[src/rtl/probe_pkg.sv]
// Shared types and constants for the probe port arbiter.
package probe_pkg;

  typedef enum logic [1:0] {
    IDLE  = 2'd0,
    MARK1 = 2'd1,
    MARK2 = 2'd2,
    SHOW  = 2'd3
  } state_t;

  // Upper nibble of the second marker byte; the lower nibble carries src_id.
  localparam logic [3:0] MARK2_NIB     = 4'h5;
  localparam logic [7:0] DEF_MARK_BYTE = 8'hA5;

endpackage

[src/rtl/probe_rr_pick.sv]
// Combinational round-robin picker: first requester at or after last+1, wrapping.
module probe_rr_pick #(
  parameter int N_SRC = 4
) (
  input  logic [N_SRC-1:0]         req,
  input  logic [$clog2(N_SRC)-1:0] last,
  output logic [$clog2(N_SRC)-1:0] win,
  output logic                     any
);

  localparam int IW = $clog2(N_SRC);

  int          pos;
  logic [IW-1:0] idx;

  // Scan from the farthest candidate back to the nearest so the nearest wins.
  // The previous grantee (offset N_SRC) is only picked when nobody else asks.
  always_comb begin
    win = '0;
    any = |req;
    pos = 0;
    idx = '0;
    for (int k = N_SRC; k >= 1; k--) begin
      pos = (int'(last) + k) % N_SRC;
      idx = IW'(pos);
      if (req[idx]) win = idx;
    end
  end

endmodule

[src/rtl/probe_port_arbiter.sv]
// Time-shares the 8-bit probe port among debug sources, with a marker frame
// ahead of every newly granted source and a minimum hold per grant.
module probe_port_arbiter
  import probe_pkg::*;
#(
  parameter int         N_SRC       = 4,
  parameter int         HOLD_CYCLES = 16,
  parameter logic [7:0] MARK_BYTE   = DEF_MARK_BYTE
) (
  input  logic                     clk,
  input  logic                     rst,
  input  logic [N_SRC-1:0]         req,
  input  logic [8*N_SRC-1:0]       data,
  output logic [N_SRC-1:0]         grant,
  output logic [7:0]               port,
  output logic                     active,
  output logic [$clog2(N_SRC)-1:0] src_id
);

  localparam int IW = $clog2(N_SRC);
  localparam int HW = $clog2(HOLD_CYCLES + 1);

  state_t                  state, state_nx;
  logic [IW-1:0]           last, last_nx, sel_nx;
  logic [HW-1:0]           hold, hold_nx;
  logic [IW-1:0]           win;
  logic                    any;
  logic [N_SRC-1:0][7:0]   data_arr;
  logic [N_SRC-1:0]        grant_nx;
  logic [7:0]              port_nx;
  logic [3:0]              sel_nib;

  assign data_arr = data;

  probe_rr_pick #(.N_SRC(N_SRC)) u_pick (
    .req  (req),
    .last (last),
    .win  (win),
    .any  (any)
  );

  // Next state, grantee and hold counter; requests only matter in IDLE and
  // in SHOW once the hold window has run out.
  always_comb begin
    state_nx = state;
    last_nx  = last;
    sel_nx   = src_id;
    hold_nx  = hold;
    case (state)
      IDLE: begin
        if (any) begin
          state_nx = MARK1;
          sel_nx   = win;
          last_nx  = win;
        end
      end
      MARK1: state_nx = MARK2;
      MARK2: begin
        state_nx = SHOW;
        hold_nx  = HW'(HOLD_CYCLES - 1);
      end
      SHOW: begin
        if (hold != '0) begin
          hold_nx = hold - 1'b1;
        end else if (!any) begin
          state_nx = IDLE;
        end else if (win != src_id) begin
          // Sole-requester case picks the current source and just stays.
          state_nx = MARK1;
          sel_nx   = win;
          last_nx  = win;
        end
      end
      default: state_nx = IDLE;
    endcase
  end

  // Registered outputs are decoded from the state being entered.
  always_comb begin
    port_nx  = 8'h00;
    grant_nx = '0;
    sel_nib  = 4'(sel_nx);
    case (state_nx)
      MARK1: port_nx = MARK_BYTE;
      MARK2: port_nx = {MARK2_NIB, sel_nib};
      SHOW: begin
        port_nx          = data_arr[sel_nx];
        grant_nx[sel_nx] = 1'b1;
      end
      default: port_nx = 8'h00;
    endcase
  end

  // State and output registers; last starts at N_SRC-1 so source 0 wins first.
  always_ff @(posedge clk or posedge rst) begin
    if (rst) begin
      state  <= IDLE;
      last   <= IW'(N_SRC - 1);
      hold   <= '0;
      src_id <= '0;
      port   <= 8'h00;
      grant  <= '0;
      active <= 1'b0;
    end else begin
      state  <= state_nx;
      last   <= last_nx;
      hold   <= hold_nx;
      src_id <= sel_nx;
      port   <= port_nx;
      grant  <= grant_nx;
      active <= (state_nx != IDLE);
    end
  end

endmodule

[config.mk]
export PLATFORM = sky130hd
export DESIGN_NAME = probe_port_arbiter
export DESIGN_NICKNAME = d
export VERILOG_FILES = /design/src/rtl/probe_pkg.sv /design/src/rtl/probe_rr_pick.sv /design/src/rtl/probe_port_arbiter.sv
export SDC_FILE = /design/constraint.sdc
export NUM_CORES = 1
export LEC_CHECK = 0
export BUFFER_PORTS_ARGS = -buffer_cell sky130_fd_sc_hd__buf_2
export CAP_MARGIN = 20
export CORE_ASPECT_RATIO = 0.75
export CORE_MARGIN = 2
export CORE_UTILIZATION = 53
export CTS_CLUSTER_DIAMETER = 60
export CTS_CLUSTER_SIZE = 16
export DETAILED_ROUTE_END_ITERATION = 10
export PLACE_DENSITY = 0.83
export SLEW_MARGIN = 20
export SYNTH_ARGS = -nofsm -noshare
export SYNTH_HDL_FRONTEND = slang
export SYNTH_HIERARCHICAL = 1
export SYNTH_SLANG_ARGS = --single-unit
[constraint.sdc]
create_clock -name clk -period 5.3 [get_ports clk]
set_input_delay 0.53 -clock clk [delete_from_list [all_inputs] [get_ports clk]]
set_output_delay 0.53 -clock clk [all_outputs]
set_load 0.02 [all_outputs]
### Yosys cells after proc, flatten, opt, wreduce, memory -nomap -nowiden

Cells that the tools add are included.

* magnitude comparators: 6
* reduce and logical (&&, ||, !) cells: 9
* add/sub/neg operators: 5
* equal/unequal tests: 12
* mux-type cells: 35

Operators by type and width (count)
* $mux W2: 16
* $pmux W8 S3: 1
* $bmux W8 S2: 1
* $lt A2 B3 Y1 const B: 5
* $ne A2 B2 Y1 const B: 5
* $pmux W5 S2: 1
* $bmux W1 S2: 4
* $eq A2 B2 Y1 const B: 4
* $mux W8: 1
* $pmux W2 S2: 2
* $pmux W2 S4: 1
* $reduce_bool A2 Y1: 3
* $mux W1: 5
* $mux W5: 1
* $reduce_and A5 Y1: 1
* $reduce_bool A5 Y1: 1
* $sub A5 B1 Y5 const B: 1
* $add A2 B1 Y2 const B: 2
* $add A2 B2 Y2 const B: 2
* $eq A2 B1 Y1 const B: 2
* $mux W4: 1
* $reduce_or A4 Y1: 1
* $demux W1 S2: 1
* $ge A2 B1 Y1 const B: 1
* 4 further kinds: 4

* output and inout port bits: 15
* flip-flop bits (word level): 24
* input bits: 38
* logic and storage cells: 74

### Longest topological paths before layout

* depth in word-level cells: 17
* gate-level depth with buffers: 10
* mapped depth without buffers: 10

### By module

The synthesis kept the hierarchy.

By module, submodules not included
* probe_port_arbiter: cells an instance 130, times used 1, area each 1376.3 µm², seq. area each 603.1 µm²
* probe_rr_pick: cells an instance 14, times used 1, area each 91.3 µm², seq. area each 0.0 µm²

### Worst setup path after synthesis

No wires, ideal clock.

* path type: flip-flop to flip-flop
* start: register hold[0]
* end: register port[0]
* setup slack: 2.622 ns
* cell stages (with the launch flop): 10
* period minus slack after synthesis: 2.678 ns
* setup time: 0.136 ns
* required time: 5.164 ns
* data arrival time: 2.541 ns
* buffers on the path: 1
* path through: dfrtp_1 -> inv_1 -> ha_1 -> or4b_1 -> clkbuf_2 -> or3b_4 -> a32oi_4 -> mux2_2 -> a21oi_1 -> o22ai_1

* cells in the longest elaborated chain, start to end: 6
* elaborated cells on any way between the ends: 11
* classes of those cells: eq/ne: 3; mux: 7; reduce/logical: 1

Ends and longest elaborated chain
* start, declared: line probe_port_arbiter.sv:25 `logic [HW-1:0] hold, hold_nx;`
* start signal, assigned: line probe_port_arbiter.sv:107 `hold <= hold_nx;`
* $reduce_bool A5 Y1 *: line probe_port_arbiter.sv:63 `if (hold != '0) begin`
* $mux W2: line probe_port_arbiter.sv:63
* $pmux W2 S2: line probe_port_arbiter.sv:49 `case (state)`
* $bmux W8 S2: line probe_port_arbiter.sv:87 `port_nx = data_arr[sel_nx];`
* $mux W8 (not written as such): line probe_port_arbiter.sv:87
* $pmux W8 S3 *: line probe_port_arbiter.sv:83 `case (state_nx)`
* via port_nx[0]: line probe_port_arbiter.sv:30 `logic [7:0] port_nx;`
* end signal, assigned: line probe_port_arbiter.sv:109 `port <= port_nx;`
* end, declared: line probe_port_arbiter.sv:15 `output logic [7:0] port,`

Mark *: on every way through the listed nets, which the timed path passes. The rest lies on a longest branch. The select of a mux whose other input is x is not followed.
A chain may end at the register's enable or synchronous reset.

### Final worst setup path

Same ends and word-level chain as after synthesis.

==> results_dict.tcl <==
set metrics [dict create \
    fin_crit_ns 3.126 \
    fp.dieH_um 49.57 \
    drt_iter0_drc 26 \
    final_cell_mix "52 x buf_2, 22 x dfrtp_1, 16 x nor2_1, 11 x nand2_1, 10 x inv_1" \
    clk_pin_slew_ns 0.08 \
    avgSynthCellArea_um2 10.19 \
    setup_slack_ns 2.174 \
    io_pins 53 \
    critPathSlowestCell "a32oi_4" \
    critical_path.endpoint "port[0]" \
    holdBufCountCts 0 \
    clock_latency_ns 0.27 \
    syn-num-nets 188 \
    drive_gt1_frac 0.3980 \
    rsz0062_at_grt "no" \
    synth_cells 144 \
    nets 241 \
    synth_area_mm2 0.001468 \
    grt_pass1_vias 1300 \
    core_area_mm2 0.002623 \
    setup_violations 0 \
    startpoint_type "register" \
    io_buffers 52 \
    tightest_slew_ns 0.8758 \
    crit_arrival_ns 3.28 \
    wl_um 3299 \
    critPathRequiredTime_ns 5.45 \
    seq_area_frac_synth 0.4109 \
    status "finished clean" \
    ctsHtreeMaxLevel 1 \
    fin_tns_setup_ns 0 \
    antenna_cells 0 \
    wl_per_cell_um 14.22 \
    postRouteAntennaNets 0 \
    grt_max_degree 25 \
    num_vias 1282 \
    numCtsBuffers 3 \
    yosysUniqueCellTypes 44 \
    rr_startpoint "hold[0]" \
    startpoint "hold[0]" \
    multi_input_area_um2 795.8 \
    grt_pass1_wl_um 5699 \
    final_common_cell "buf_2" \
    dp_hpwl_um 2604 \
    post_cts_resize_count 0 \
    critPathBufInv 1 \
    yosys_register_bits 24 \
    crit_chain "inv_1, ha_1, or4b_1, or3b_4, a32oi_4, mux2_2, a21oi_1, o22ai_1" \
    power_density_mw_per_mm2 616.8 \
    final_cell_area_mm2 0.001817 \
    grt_overflow 0 \
    dpl-instance-area_mm2 0.001745 \
    hp-class "input pin to async pin" \
    leakage_nw 0.9158 \
    dp_cells 228 \
    cts_sinks 24 \
    path_delay_family "simple AND/OR/NAND/NOR gates" \
    worst_slew_margin_rel 0.4155 \
    pre_cts_ws_ns 2.182 \
    reg2reg_depth 8 \
    syn2layout_area_growth_pct 23.78 \
    r2r_slack_ns 2.17 \
    die_area_mm2 0.003210 \
    crit_type "register to register" \
    ir_drop_v 0.0003414 \
    reg2reg_to "port[0]" \
    yosysWarnings 6 \
    finalNonFillerCells 232 \
    dr.pass1.iters 4 \
    root_buffer "clkbuf_8" \
    gp_congestion 0.8076 \
    endpoint_kind "register" \
    maxCapViolCount 0 \
    vias_per_cell 5.526 \
    grt_usage 0.2300 \
    max_freq_ghz 0.3199 \
    final-max-slew-violation-count 0 \
    cts_buffer_depth 2 \
    seqCellArea_um2 603.1 \
    tritoncts "done" \
    cp_max_fo 19 \
    final.period_utilization 0.5897 \
    fillers 206 \
    rows 16 \
    route.detailed.drc 0 \
    die_w_um 64.77 \
    start_util 0.5596 \
    final_hold_viol_count 0 \
    post_cts_buffers 0 \
    whs_ns 0.4311 \
    antenna_found_initial 0 \
    skew_ns 0.001684 \
    max_stage_delay_ns 0.66 \
    cp_num_cells 8 \
]
[registers in the layout, indices dropped and copies added, names as in the netlist]
register,count
grant,4
src_id,2
state,2
port,8
hold,5
last,2
active,1
[metal layers]
metal / GRT usage / part of all wire / vias up
met5: 0 / 0 / -
met4: 0.09929 / 0.020 / 0
met3: 0.04795 / 0.053 / 9
met2: 0.3918 / 0.51 / 42
met1: 0.2819 / 0.42 / 612
li1: - / - / 619
[cell usage after synthesis, drive strengths merged]
library cell | count | area, µm²
a2111oi | 1 | 15.01
a211oi | 2 | 20.02
a21o | 1 | 7.510
a21oi | 7 | 38.79
a221oi | 2 | 17.52
a22o | 1 | 8.760
a311o | 1 | 11.26
a31oi | 2 | 12.51
a32oi | 2 | 43.80
and2 | 2 | 13.77
and2b | 2 | 16.27
buf | 1 | 15.01
clkbuf | 3 | 12.51
dfrtp | 22 | 550.5
dfstp | 2 | 52.55
ha | 6 | 75.07
inv | 11 | 41.29
mux2 | 9 | 101.4
mux2i | 8 | 80.08
nand2 | 11 | 41.29
nand2b | 5 | 31.28
nand3 | 3 | 15.01
nand3b | 2 | 15.01
nor2 | 16 | 60.06
nor2b | 2 | 12.51
nor4 | 1 | 6.260
o211ai | 1 | 7.510
o21a | 1 | 7.510
o21ai | 3 | 15.01
o221ai | 2 | 23.77
o22ai | 4 | 25.02
o41ai | 2 | 17.52
or3b | 1 | 11.26
or4b | 1 | 10.01
xnor2 | 3 | 26.28
xor2 | 1 | 8.760
[area by class of cell]
class | count | area share
repair buffers | 52 | 0.1433
clock inverters | 1 | 0.01653
well taps | 36 | 0.02479
flip-flops and latches | 24 | 0.3320
inverters | 11 | 0.02273
clock buffers | 3 | 0.02273
multi-input cells | 105 | 0.4380
[through the flow]
stage,utilization,power [mW]
2_1_floorplan,-,0.8179
3_3_place_gp,0.6656,0.9286
3_5_place_dp,0.6656,0.9593
4_1_cts,0.6927,1.122
5_1_grt,0.6927,1.209
6_report,0.6927,1.121
[kinds of logic (layout without fill, tap and decap cells)]
kind of cell               Yosys count  count (layout)  synth area share
and+or+nand+nor                     46              46            0.1586
DFF                                 24              24            0.4109
buffers and inverters               15              67           0.04688
adders and majority gates            6               6           0.05115
AOI/OAI and AO/OA                   32              32            0.1850
xor gates and xnor gates             4               4           0.02387
muxes                               17              17            0.1236
[power breakdown]
part	internal, mW	switching [mW]	leakage (nW)
clock network	0.101	0.0605	0.0357
logic	0.259	0.387	0.590
registers	0.264	0.0485	0.290
[how the worst min path moves through the flow]
| stage | slack [ns] | from | cells past startpoint | endpoint |
|---|---|---|---|---|
| 6_report | 0.43 | rst | 2 | hold[3] |
| 5_1_grt | 0.51 | rst | 2 | port[5] |
| 4_1_cts | 0.46 | rst | 2 | port[7] |
| 3_5_place_dp | 0.50 | hold[4] | 1 | hold[4] |
| 3_3_place_gp | 0.46 | hold[4] | 1 | hold[4] |
| 2_1_floorplan | 0.44 | hold[4] | 1 | hold[4] |
Note: power is estimated with default switching activity, not from simulation.
